File: config.mk
export PLATFORM = sky130hd
export DESIGN_NAME = imem_loader_flat
export DESIGN_NICKNAME = d
export VERILOG_FILES = /design/src/rtl/imem_loader_pkg.sv /design/src/rtl/imem_loader_if.sv /design/src/rtl/imem_loader_byte_packer.sv /design/src/rtl/imem_loader.sv /design/src/flat_wrapper.sv
export SDC_FILE = /design/constraint.sdc
export NUM_CORES = 1
export LEC_CHECK = 0
export ABC_AREA = 1
export BUFFER_PORTS_ARGS = -buffer_cell sky130_fd_sc_hd__buf_4
export CAP_MARGIN = 20
export CORE_MARGIN = 5
export CORE_UTILIZATION = 50
export DETAILED_ROUTE_END_ITERATION = 10
export PLACE_DENSITY = 0.75
export RECOVER_POWER = 25
export SYNTH_ARGS = -nofsm -noshare
export SYNTH_HDL_FRONTEND = slang
export SYNTH_HIERARCHICAL = 1
export SYNTH_SLANG_ARGS = --single-unit
File: constraint.sdc
create_clock -name clk_i -period 3.6 [get_ports clk_i]
set_input_delay 0.72 -clock clk_i [delete_from_list [all_inputs] [get_ports clk_i]]
set_output_delay 0.72 -clock clk_i [all_outputs]
set_load 0.03 [all_outputs]
File: src/rtl/imem_loader_pkg.sv
// ---------------------------------------------------------------
// loader_pkg : shared types and widths for the imem_loader block
// Rev 1.0
// ---------------------------------------------------------------
`default_nettype none

package loader_pkg;

  typedef enum logic [2:0] {
    IDLE = 3'd0,
    LEN  = 3'd1,
    DATA = 3'd2,
    DONE = 3'd3,
    ERR  = 3'd4
  } loader_state_e;

  localparam int BYTE_W         = 8;
  localparam int WORD_W         = 32;
  localparam int BYTES_PER_WORD = 4;

endpackage

`default_nettype wire

File: src/rtl/imem_loader_if.sv
// ---------------------------------------------------------------
// imem_loader_if : host byte stream, memory write port and status
// Rev 1.0
// ---------------------------------------------------------------
`default_nettype none

interface imem_loader_if;
  import loader_pkg::*;

  logic              start_i;
  logic              rx_valid_i;
  logic [BYTE_W-1:0] rx_data_i;
  logic              rx_ready_o;
  logic              we_o;
  logic [WORD_W-1:0] waddr_o;
  logic [WORD_W-1:0] wdata_o;
  logic              busy_o;
  logic              cpu_hold_o;
  logic              done_o;
  logic              err_o;
  logic [WORD_W-1:0] checksum_o;

  modport master (
    output start_i, rx_valid_i, rx_data_i,
    input  rx_ready_o, we_o, waddr_o, wdata_o, busy_o, cpu_hold_o,
           done_o, err_o, checksum_o
  );

  modport slave (
    input  start_i, rx_valid_i, rx_data_i,
    output rx_ready_o, we_o, waddr_o, wdata_o, busy_o, cpu_hold_o,
           done_o, err_o, checksum_o
  );

endinterface

`default_nettype wire

File: src/rtl/imem_loader_byte_packer.sv
// ---------------------------------------------------------------
// byte_packer : little-endian byte-to-word assembly with word pulse
// Rev 1.0
// ---------------------------------------------------------------
`default_nettype none

module byte_packer
  import loader_pkg::*;
(
  input  wire logic              clk,
  input  wire logic              rst,
  input  wire logic              i_clr,
  input  wire logic              i_en,
  input  wire logic [BYTE_W-1:0] i_byte,
  output logic      [WORD_W-1:0] o_word,
  output logic                   o_word_ready
);

  logic [1:0]        r_idx;
  logic [WORD_W-1:0] r_asm;

  always_ff @(posedge clk) begin
    if (rst || i_clr) begin
      r_idx <= 2'd0;
      r_asm <= '0;
    end else if (i_en) begin
      r_asm[r_idx*BYTE_W +: BYTE_W] <= i_byte;
      r_idx                         <= r_idx + 2'd1;
    end
  end

  // The completed word merges the in-flight top byte so the caller can register it this edge.
  assign o_word_ready = i_en && (r_idx == 2'(BYTES_PER_WORD - 1));
  assign o_word       = {i_byte, r_asm[WORD_W-BYTE_W-1:0]};

endmodule

`default_nettype wire

File: src/rtl/imem_loader.sv
// ---------------------------------------------------------------
// imem_loader : byte-stream program loader into instruction memory
// Rev 1.0
// ---------------------------------------------------------------
`default_nettype none

module imem_loader
  import loader_pkg::*;
#(
  parameter int unsigned       MEM_SIZE  = 2048,
  parameter logic [WORD_W-1:0] BASE_ADDR = 32'h0000_0000
) (
  input  wire logic  clk_i,
  input  wire logic  rst_i,
  imem_loader_if.slave bus
);

  localparam int unsigned CNT_W = $clog2(MEM_SIZE + 1);

  loader_state_e     r_state;
  logic [CNT_W-1:0]  r_len;
  logic [CNT_W-1:0]  r_cnt;
  logic              r_final;
  logic              r_rx_ready;
  logic              r_we;
  logic              r_busy;
  logic              r_done;
  logic              r_err;
  logic [WORD_W-1:0] r_waddr;
  logic [WORD_W-1:0] r_wdata;
  logic [WORD_W-1:0] r_checksum;

  logic              w_accept;
  logic              w_start;
  logic              w_word_ready;
  logic [WORD_W-1:0] w_word;
  logic              w_last;

  assign w_accept = bus.rx_valid_i && r_rx_ready;
  assign w_start  = bus.start_i &&
                    ((r_state == IDLE) || (r_state == DONE) || (r_state == ERR));
  assign w_last   = (r_cnt + CNT_W'(1)) == r_len;

  byte_packer u_packer (
    .clk          (clk_i),
    .rst          (rst_i),
    .i_clr        (w_start),
    .i_en         (w_accept),
    .i_byte       (bus.rx_data_i),
    .o_word       (w_word),
    .o_word_ready (w_word_ready)
  );

  always_ff @(posedge clk_i) begin
    if (rst_i) begin
      r_state    <= IDLE;
      r_len      <= '0;
      r_cnt      <= '0;
      r_final    <= 1'b0;
      r_rx_ready <= 1'b0;
      r_we       <= 1'b0;
      r_busy     <= 1'b0;
      r_done     <= 1'b0;
      r_err      <= 1'b0;
      r_waddr    <= BASE_ADDR;
      r_wdata    <= '0;
      r_checksum <= '0;
    end else begin
      r_we <= 1'b0;
      case (r_state)
        IDLE, DONE, ERR: begin
          if (bus.start_i) begin
            r_state    <= LEN;
            r_cnt      <= '0;
            r_final    <= 1'b0;
            r_checksum <= '0;
            r_rx_ready <= 1'b1;
            r_busy     <= 1'b1;
            r_done     <= 1'b0;
            r_err      <= 1'b0;
          end
        end
        LEN: begin
          if (w_word_ready) begin
            if (w_word == '0) begin
              r_state    <= DONE;
              r_rx_ready <= 1'b0;
              r_busy     <= 1'b0;
              r_done     <= 1'b1;
            end else if (w_word > MEM_SIZE) begin
              r_state    <= ERR;
              r_rx_ready <= 1'b0;
              r_busy     <= 1'b0;
              r_err      <= 1'b1;
            end else begin
              r_len   <= w_word[CNT_W-1:0];
              r_state <= DATA;
            end
          end
        end
        DATA: begin
          // Final word: ready drops with the write so nothing is taken past the image.
          if (r_final) begin
            r_state <= DONE;
            r_busy  <= 1'b0;
            r_done  <= 1'b1;
          end else if (w_word_ready) begin
            r_we       <= 1'b1;
            r_waddr    <= BASE_ADDR + (WORD_W'(r_cnt) << 2);
            r_wdata    <= w_word;
            r_checksum <= r_checksum + w_word;
            r_cnt      <= r_cnt + CNT_W'(1);
            if (w_last) begin
              r_final    <= 1'b1;
              r_rx_ready <= 1'b0;
            end
          end
        end
        default: r_state <= IDLE;
      endcase
    end
  end

  assign bus.rx_ready_o = r_rx_ready;
  assign bus.we_o       = r_we;
  assign bus.waddr_o    = r_waddr;
  assign bus.wdata_o    = r_wdata;
  assign bus.busy_o     = r_busy;
  assign bus.cpu_hold_o = r_busy;
  assign bus.done_o     = r_done;
  assign bus.err_o      = r_err;
  assign bus.checksum_o = r_checksum;

endmodule

`default_nettype wire

File: src/flat_wrapper.sv
// flat-port wrapper written by rule: the top's interface ports become plain ports
module imem_loader_flat import loader_pkg::*;
#(
  parameter int unsigned       MEM_SIZE  = 2048,
  parameter logic [WORD_W-1:0] BASE_ADDR = 32'h0000_0000
)
  (clk_i, rst_i, bus_start_i, bus_rx_valid_i, bus_rx_data_i, bus_rx_ready_o, bus_we_o, bus_waddr_o, bus_wdata_o, bus_busy_o, bus_cpu_hold_o, bus_done_o, bus_err_o, bus_checksum_o);
  imem_loader_if bus_i ();
  input  wire logic clk_i;
  input  wire logic rst_i;
  input wire logic [$bits(bus_i.start_i)-1:0] bus_start_i;
  input wire logic [$bits(bus_i.rx_valid_i)-1:0] bus_rx_valid_i;
  input wire logic [$bits(bus_i.rx_data_i)-1:0] bus_rx_data_i;
  output wire logic [$bits(bus_i.rx_ready_o)-1:0] bus_rx_ready_o;
  output wire logic [$bits(bus_i.we_o)-1:0] bus_we_o;
  output wire logic [$bits(bus_i.waddr_o)-1:0] bus_waddr_o;
  output wire logic [$bits(bus_i.wdata_o)-1:0] bus_wdata_o;
  output wire logic [$bits(bus_i.busy_o)-1:0] bus_busy_o;
  output wire logic [$bits(bus_i.cpu_hold_o)-1:0] bus_cpu_hold_o;
  output wire logic [$bits(bus_i.done_o)-1:0] bus_done_o;
  output wire logic [$bits(bus_i.err_o)-1:0] bus_err_o;
  output wire logic [$bits(bus_i.checksum_o)-1:0] bus_checksum_o;
  assign bus_i.start_i = bus_start_i;
  assign bus_i.rx_valid_i = bus_rx_valid_i;
  assign bus_i.rx_data_i = bus_rx_data_i;
  assign bus_rx_ready_o = bus_i.rx_ready_o;
  assign bus_we_o = bus_i.we_o;
  assign bus_waddr_o = bus_i.waddr_o;
  assign bus_wdata_o = bus_i.wdata_o;
  assign bus_busy_o = bus_i.busy_o;
  assign bus_cpu_hold_o = bus_i.cpu_hold_o;
  assign bus_done_o = bus_i.done_o;
  assign bus_err_o = bus_i.err_o;
  assign bus_checksum_o = bus_i.checksum_o;
  imem_loader #(.MEM_SIZE(MEM_SIZE), .BASE_ADDR(BASE_ADDR)) u_core (.clk_i(clk_i), .rst_i(rst_i), .bus(bus_i));
endmodule
==> results of run 1 <==
per-stage QoR:
stage	setup slack, ns	utilization
2_1_floorplan	1.53	-
3_5_place_dp	1.09	0.548
5_1_grt	0.965	0.576
3_3_place_gp	1.18	0.548
6_report	1.22	0.576
4_1_cts	1.24	0.589
layout by cell type, fill, tap and decap left out, drive strengths merged:
cell type	count
xor2	6
clkbuf	74
nand3b	6
bufinv	3
nand4	15
ha	37
clkinvlp	3
xnor2	2
inv	82
fa	1
a31oi	1
nand2	260
o21ai	102
a211oi	2
clkinv	3
o21a	4
nor2	171
nand3	85
o21bai	1
o311ai	1
conb	20
o22ai	1
dfxtp	135
a21o	2
buf	44
nor3	9
a21oi	158
and2	5
cells by family after synthesis:
| logic type | count (synthesis) | share of synthesized area |
|---|---|---|
| compound gates | 272 | 0.180 |
| xor+xnor | 8 | 0.00907 |
| fa+ha+maj | 38 | 0.0625 |
| buf+inv | 148 | 0.0955 |
| flops | 135 | 0.350 |
| other cells | 1 | 0.000485 |
| simple gates | 551 | 0.302 |
routing by layer:
layer	GRT usage	part of all wire
met5	0	0
met4	0.0814	0.020
met3	0.0364	0.056
met1	0.321	0.45
met2	0.400	0.47
cell type report:
cell class                      count  area [sq um]  share of cell area
Sequential cell                   135          2700               0.309
Tap cell                          188           235              0.0269
Clock inverter                     11           145              0.0166
Multi-Input combinational cell    889          4360               0.498
Inverter                           80           300              0.0343
Timing Repair Buffer               97           542              0.0619
Clock buffer                       21           470              0.0538
sequential cells by signal, indices dropped and copies added (netlist names):
name	cells
u_core/bus.busy_o	1
u_core/bus.checksum_o	32
u_core/bus.done_o	1
u_core/bus.err_o	1
u_core/bus.rx_ready_o	1
u_core/bus.waddr_o	12
u_core/bus.wdata_o	32
u_core/bus.we_o	1
u_core/r_cnt	12
u_core/r_final	1
u_core/r_len	12
u_core/r_state	3
u_core/u_packer/r_asm	24
u_core/u_packer/r_idx	2
critical path, cell delays in order (launching register included):
cell and delay, ns:
dfxtp_1 0.37, ha_1 0.26, fa_1 0.47, nand3_1 0.10, nand2_1 0.09, nand2_1 0.07
nand2_1 0.11, nand2_1 0.10, nand2_2 0.09, nand2_1 0.07, nand2_1 0.09, nand2_1 0.14
nand2_1 0.07, nand2_1 0.07, nand3_1 0.06, a21oi_1 0.14
final timing paths:
check                                   startpoint                                      to  slack [ns]  cells after the start
max          u_core/u_packer/r_asm[0]$_SDFFE_PP0P_  u_core/bus.checksum_o[20]$_SDFFE_PP0P_        1.22                     15
min                 u_core/bus.done_o$_SDFFE_PP0P_          u_core/bus.done_o$_SDFFE_PP0P_        0.44                      2
max reg2reg  u_core/u_packer/r_asm[0]$_SDFFE_PP0P_  u_core/bus.checksum_o[20]$_SDFFE_PP0P_        1.22                     15
min reg2reg         u_core/bus.done_o$_SDFFE_PP0P_          u_core/bus.done_o$_SDFFE_PP0P_        0.44                      2
power groups by stage:
stage | logic (uW) | registers [uW] | clock network (uW)
after floorplan | 566 | 1620 | 0
after global placement | 664 | 1600 | 0
after detailed placement | 663 | 1610 | 0
after CTS | 671 | 1570 | 1850
after global routing | 728 | 1580 | 1910
final | 661 | 1570 | 1820
==> metrics.md, run 1 <==
| Metric | Value |
|---|---|
| Nature of the critical path startpoint | `flip-flop` |
| Max clock buf depth | `2` |
| DR vias | `approximately 7,600` |
| Hpwl dp | `between 15,000 and 20,000 um` |
| Period utilisation layout | `0.660` |
| EDFF count, synth | `0` |
| Synth area leader | `dfxtp_1` |
| Postcts setup bufs | `0` |
| Switch share | `0.302` |
| Max Slew Vio Count | `0` |
| Syn Inst Count | `between 1,000 and 1,500` |
| Core area | `between 15,000 and 20,000 sq um` |
| Max Cap Violations | `0` |
| Site Rows | `45` |
| Largest net degree at the start of global routing | `between 50 and 60` |
| Worst Path Required | `3.96 ns` |
| Worst-margin pin slew | `approximately 0.73 ns` |
| RD Place Congestion | `0.963` |
| Synthesized flop and latch total | `135` |
| H-tree levels | `4` |
| Clock-pin slew on the worst setup and hold paths | `0.06 ns` |
| Most frequent cell after synthesis | `nand2_1` |
| First-pass GRT wire length | `between 30,000 and 40,000 um` |
| Crit Path Class | `reg -> reg` |
| Clock sinks | `135` |
| Sequential area share after synthesis | `0.350` |
| Synth Flop Type | `dfxtp_1` |
| Final hold vios | `0` |
| Remaining Overflow, GRT | `0` |
| Area Growth Syn to Fin | `13.3%` |
| I/O pin total | `between 100 and 150` |
| Nets@finish | `1,270` |
| Power share of the sequential group | `0.388` |
| WL/cell | `approximately 15 um` |
| Final instance area | `approximately 8800 sq um` |
| Synth unique cells | `40` |
| Critical Path AT | `between 2 and 3 ns` |
| Synth Area per Inst | `about 6.7 sq um` |
| Hold slack | `~0.44 ns` |
| Wirelength, routed | `approximately 22,000 um` |
| Final Instance Count excl. Fillers | `around 1,400` |
| CTS Hold Bufs | `0` |
| Initial DRC Count | `601` |
| CTS tree | `yes` |
| PostCTS Resize Cnt | `0` |
| Power Density | `between 400 and 500 nW/um^2` |
| Clock skew | `between 0.008 and 0.009 ns` |
| Switching pwr | `about 1200 uW` |
| Maximum vdd drop | `roughly 0.00033 V` |
| P_leak | `between 0.003 and 0.004 uW` |
| Synth warnings | `6` |
| Placed Instances | `1,389` |
| Slew margin rel. | `0.511` |
| Pint | `between 2000 and 3000 uW` |
| Overall power | `between 4000 and 5000 uW` |
| Share of synthesized registers carrying an async set or reset | `0` |
| Post-route minimum period | `between 2 and 2.5 ns` |
| CP max FO | `5` |
| FMAX | `roughly 420 MHz` |
| Fill count | `1,567` |
| Port Buf Inserts | `93` |
| Placed cell area | `between 8000 and 9000 sq um` |
| Top post-synthesis cells by count | `256 x nand2_1, 165 x nor2_1, 157 x a21oi_1` |
| Endpoint class of the critical path | `flip-flop` |
| Initial Util | `0.508` |
| Die W | `134 um` |
| Area of the mapped netlist | `just under 8000 sq um` |
| Final ANT Viol Nets | `0` |
| Chip height | `about 130 um` |
| Clock power frac | `0.450` |
| Hold Crit Class | `reg -> reg` |
| Share of layout cells above drive strength 1 | `0.0762` |
| Root Buffer | `clkbuf_16` |
| Setup TNS | `0 ns` |
| Latest clock arrival within the worst-skew pair | `~0.43 ns` |
| Ant diodes | `0` |
| RSZ-0062 raised after global routing | `false` |
| GRT Total Usage | `0.241` |
| Status | `completed` |
| Part of the power in combinational logic | `0.163` |
| # setup viols final | `0` |
| Die area | `18,000 sq um` |
| Vias per inst | `around 5.3` |
| Antenna violations before repair | `0` |
| Synth top area share | `0.350` |
| Vias in the first global route | `6,833` |
| DR pass1 iterations | `6` |
| DRC | `0` |
| Largest cells by area after synthesis | `dfxtp_1 35%, nand2_1 12%, a21oi_1 10%` |
| CTS Buf Count | `17` |
Power figures use the tool's default switching activity.
==> inputs of run 2 (changes only) <==
==> constraint.sdc (replaced) <==
create_clock -name clk_i -period 2.4 [get_ports clk_i]
set_input_delay 0.48 -clock clk_i [delete_from_list [all_inputs] [get_ports clk_i]]
set_output_delay 0.48 -clock clk_i [all_outputs]
set_load 0.03 [all_outputs]
==> run 2 against run 1 <==
- final cell count increased by 1.1%
- hold slack got worse by 0.079 ns
- critical path depth shrank 5
- via count grew 3.2%
- combinational power rose by 66%
- sequential share of layout area fell by 0.28 points
- first-iteration DRC count shrank 2.8%
- largest cell class unchanged
==> metrics.md, run 2 (synthesis results as in run 1) <==
| Metric | Value |
|---|---|
| Placed Instances | `1,407 (+1.3%)` |
| CTS Hold Bufs | `0 (unchanged)` |
| Die area | `18,000 sq um (unchanged)` |
| WL/cell | `15.7 um (+2.3%)` |
| First-pass GRT wire length | `36,500 um (+4.3%)` |
| Area Growth Syn to Fin | `14.3%` |
| Vias per inst | `5.44 (+2.1%)` |
| Crit Path Class | `reg -> reg` |
| Switch share | `0.316 (+0.0135)` |
| Worst Path Required | `2.75 ns (-1.21 ns)` |
| Chip height | `134 um (unchanged)` |
| RD Place Congestion | `0.927 (-3.7%)` |
| Reg-to-reg setup timing slack | `0.19 ns (-1.03 ns)` |
| RSZ-0062 raised after global routing | `false` |
| Max Cap Violations | `0 (unchanged)` |
| CTS tree | `yes` |
| Setup TNS | `0 ns (unchanged)` |
| Remaining Overflow, GRT | `0 (unchanged)` |
| Clock power frac | `0.414 (-0.036)` |
| Site Rows | `45 (unchanged)` |
| Final ANT Viol Nets | `0 (unchanged)` |
| Max clock buf depth | `2 (unchanged)` |
| Most frequent cells in the layout | `256 x nand2_1, 165 x nor2_1, 157 x a21oi_1` |
| Final Instance Count excl. Fillers | `1,437 (+1.1%)` |
| Critical Path AT | `2.56 ns (-0.18 ns)` |
| Wirelength, routed | `22,600 um (+3.5%)` |
| Nets@finish | `1,288 (+1.4%)` |
| Vias in the first global route | `7,261 (+6.3%)` |
| Die W | `134 um (unchanged)` |
| I/O pin total | `114 (unchanged)` |
| Max Slew Vio Count | `0 (unchanged)` |
| Switching pwr | `1860 uW (+52%)` |
| DRC | `0 (unchanged)` |
| Power share of the sequential group | `0.399 (+0.011)` |
| Fin util | `0.581 (+0.00518)` |
| Commonest non-fill, non-tap cell in the layout | `nand2_1` |
| Root Buffer | `clkbuf_16` |
| Power Density | `668 nW/um^2 (+44%)` |
| Nature of the critical path startpoint | `flip-flop` |
| Core area | `15,200 sq um (unchanged)` |
| DR vias | `7,814 (+3.2%)` |
| Largest net degree at the start of global routing | `68 (+19%)` |
| Initial Util | `0.508 (unchanged)` |
| Share of layout cells above drive strength 1 | `0.0897 (+0.0134)` |
| Maximum vdd drop | `0.000567 V (+73%)` |
| H-tree levels | `4 (unchanged)` |
| Final instance area | `8830 sq um (+0.90%)` |
| CTS Buf Count | `17 (unchanged)` |
| # setup viols final | `0 (unchanged)` |
| Port Buf Inserts | `93 (unchanged)` |
| DR pass1 iterations | `6 (unchanged)` |
| Latest clock arrival within the worst-skew pair | `0.42 ns (about the same)` |
| Ant diodes | `0 (unchanged)` |
| Initial DRC Count | `584 (-2.8%)` |
| P_leak | `0.00371 uW (+1.4%)` |
| Clock skew | `0.00945 ns (+0.00130 ns)` |
| Clock-pin slew on the worst setup and hold paths | `0.06 ns (about the same)` |
| Endpoint class of the critical path | `flip-flop` |
| Placed cell area | `8480 sq um (+1.8%)` |
| Status | `completed` |
| Part of the power in combinational logic | `0.187 (+0.024)` |
| Post-route minimum period | `2.21 ns (-0.165 ns)` |
| Hold Crit Class | `in -> reg` |
| Pint | `4040 uW (+43%)` |
| Hpwl dp | `16,900 um (+6.5%)` |
| FMAX | `452 MHz (+7.5%)` |
| Final hold vios | `0 (unchanged)` |
| Fill count | `1,535 (-2.0%)` |
| Clock sinks | `135 (unchanged)` |
| Period utilisation layout | `0.921 (+0.261)` |
| Antenna violations before repair | `0 (unchanged)` |
| GRT Total Usage | `0.250 (+0.00907)` |
| CP max FO | `5 (unchanged)` |
[run 2: final cells by class]
| class | count | area [sq um] | area share |
|---|---|---|---|
| well taps | 188 | 235 | 0.0266 |
| clock buffers | 18 | 439 | 0.0497 |
| repair buffers | 115 | 686 | 0.0776 |
| multi-input cells | 889 | 4360 | 0.494 |
| inverters | 80 | 300 | 0.0340 |
| clock inverters | 12 | 106 | 0.0120 |
| flip-flops and latches | 135 | 2700 | 0.306 |
[run 2: worst paths after layout]
path	from	endpoint	depth (start not counted)
setup / recovery	u_core/u_packer/r_asm[15]$_SDFFE_PP0P_	u_core/bus.checksum_o[26]$_SDFFE_PP0P_	10
hold / removal	bus_rx_data_i[6]	u_core/bus.wdata_o[30]$_SDFFE_PP0P_	3
setup reg to reg	u_core/u_packer/r_asm[15]$_SDFFE_PP0P_	u_core/bus.checksum_o[26]$_SDFFE_PP0P_	10
hold reg to reg	u_core/bus.done_o$_SDFFE_PP0P_	u_core/bus.done_o$_SDFFE_PP0P_	2
[run 2: critical path, stage by stage (launching register included)]
cell,delay [ns]
dfxtp_1,0.51
ha_1,0.35
a21oi_1,0.22
o21ai_0,0.15
a21oi_1,0.20
nor2_1,0.08
nor3_1,0.26
nand2_1,0.09
nand2_1,0.07
nand3_1,0.06
a21oi_1,0.15
[run 2: stage by stage]
| step | total power, uW | hold WS, ns | worst slack, ns |
|---|---|---|---|
| final | 5900 | 0.362 | 0.190 |
| after global routing | 6150 | 0.371 | 0.00841 |
| after CTS | 5930 | 0.351 | 0.177 |
| after detailed placement | 3510 | 0.440 | 0.194 |
| after global placement | 3500 | 0.439 | 0.285 |
| after floorplan | 3280 | 0.437 | 0.332 |
[run 2: repair_timing]
action | in CTS | in global routing
resized for setup | 0 | 2
buffers inserted | 0 | 0
setup endpoints to repair | 0 | 4
hold endpoints to repair | 0 | 0
[run 2: power by group through the flow]
stage	combinational (uW)	sequential, uW	clock, uW
floorplan	848	2440	0
detailed placement	1100	2410	0
finish	1100	2360	2440
CTS	1110	2360	2470
global route	1210	2360	2580
global placement	1100	2400	0
[run 2: layer usage]
layer,vias up,part of all wire,global-route usage
li1,3950,-,-
met1,3566,0.44,0.319
met2,246,0.47,0.412
met5,-,0,0
met4,0,0.039,0.121
met3,52,0.048,0.0413
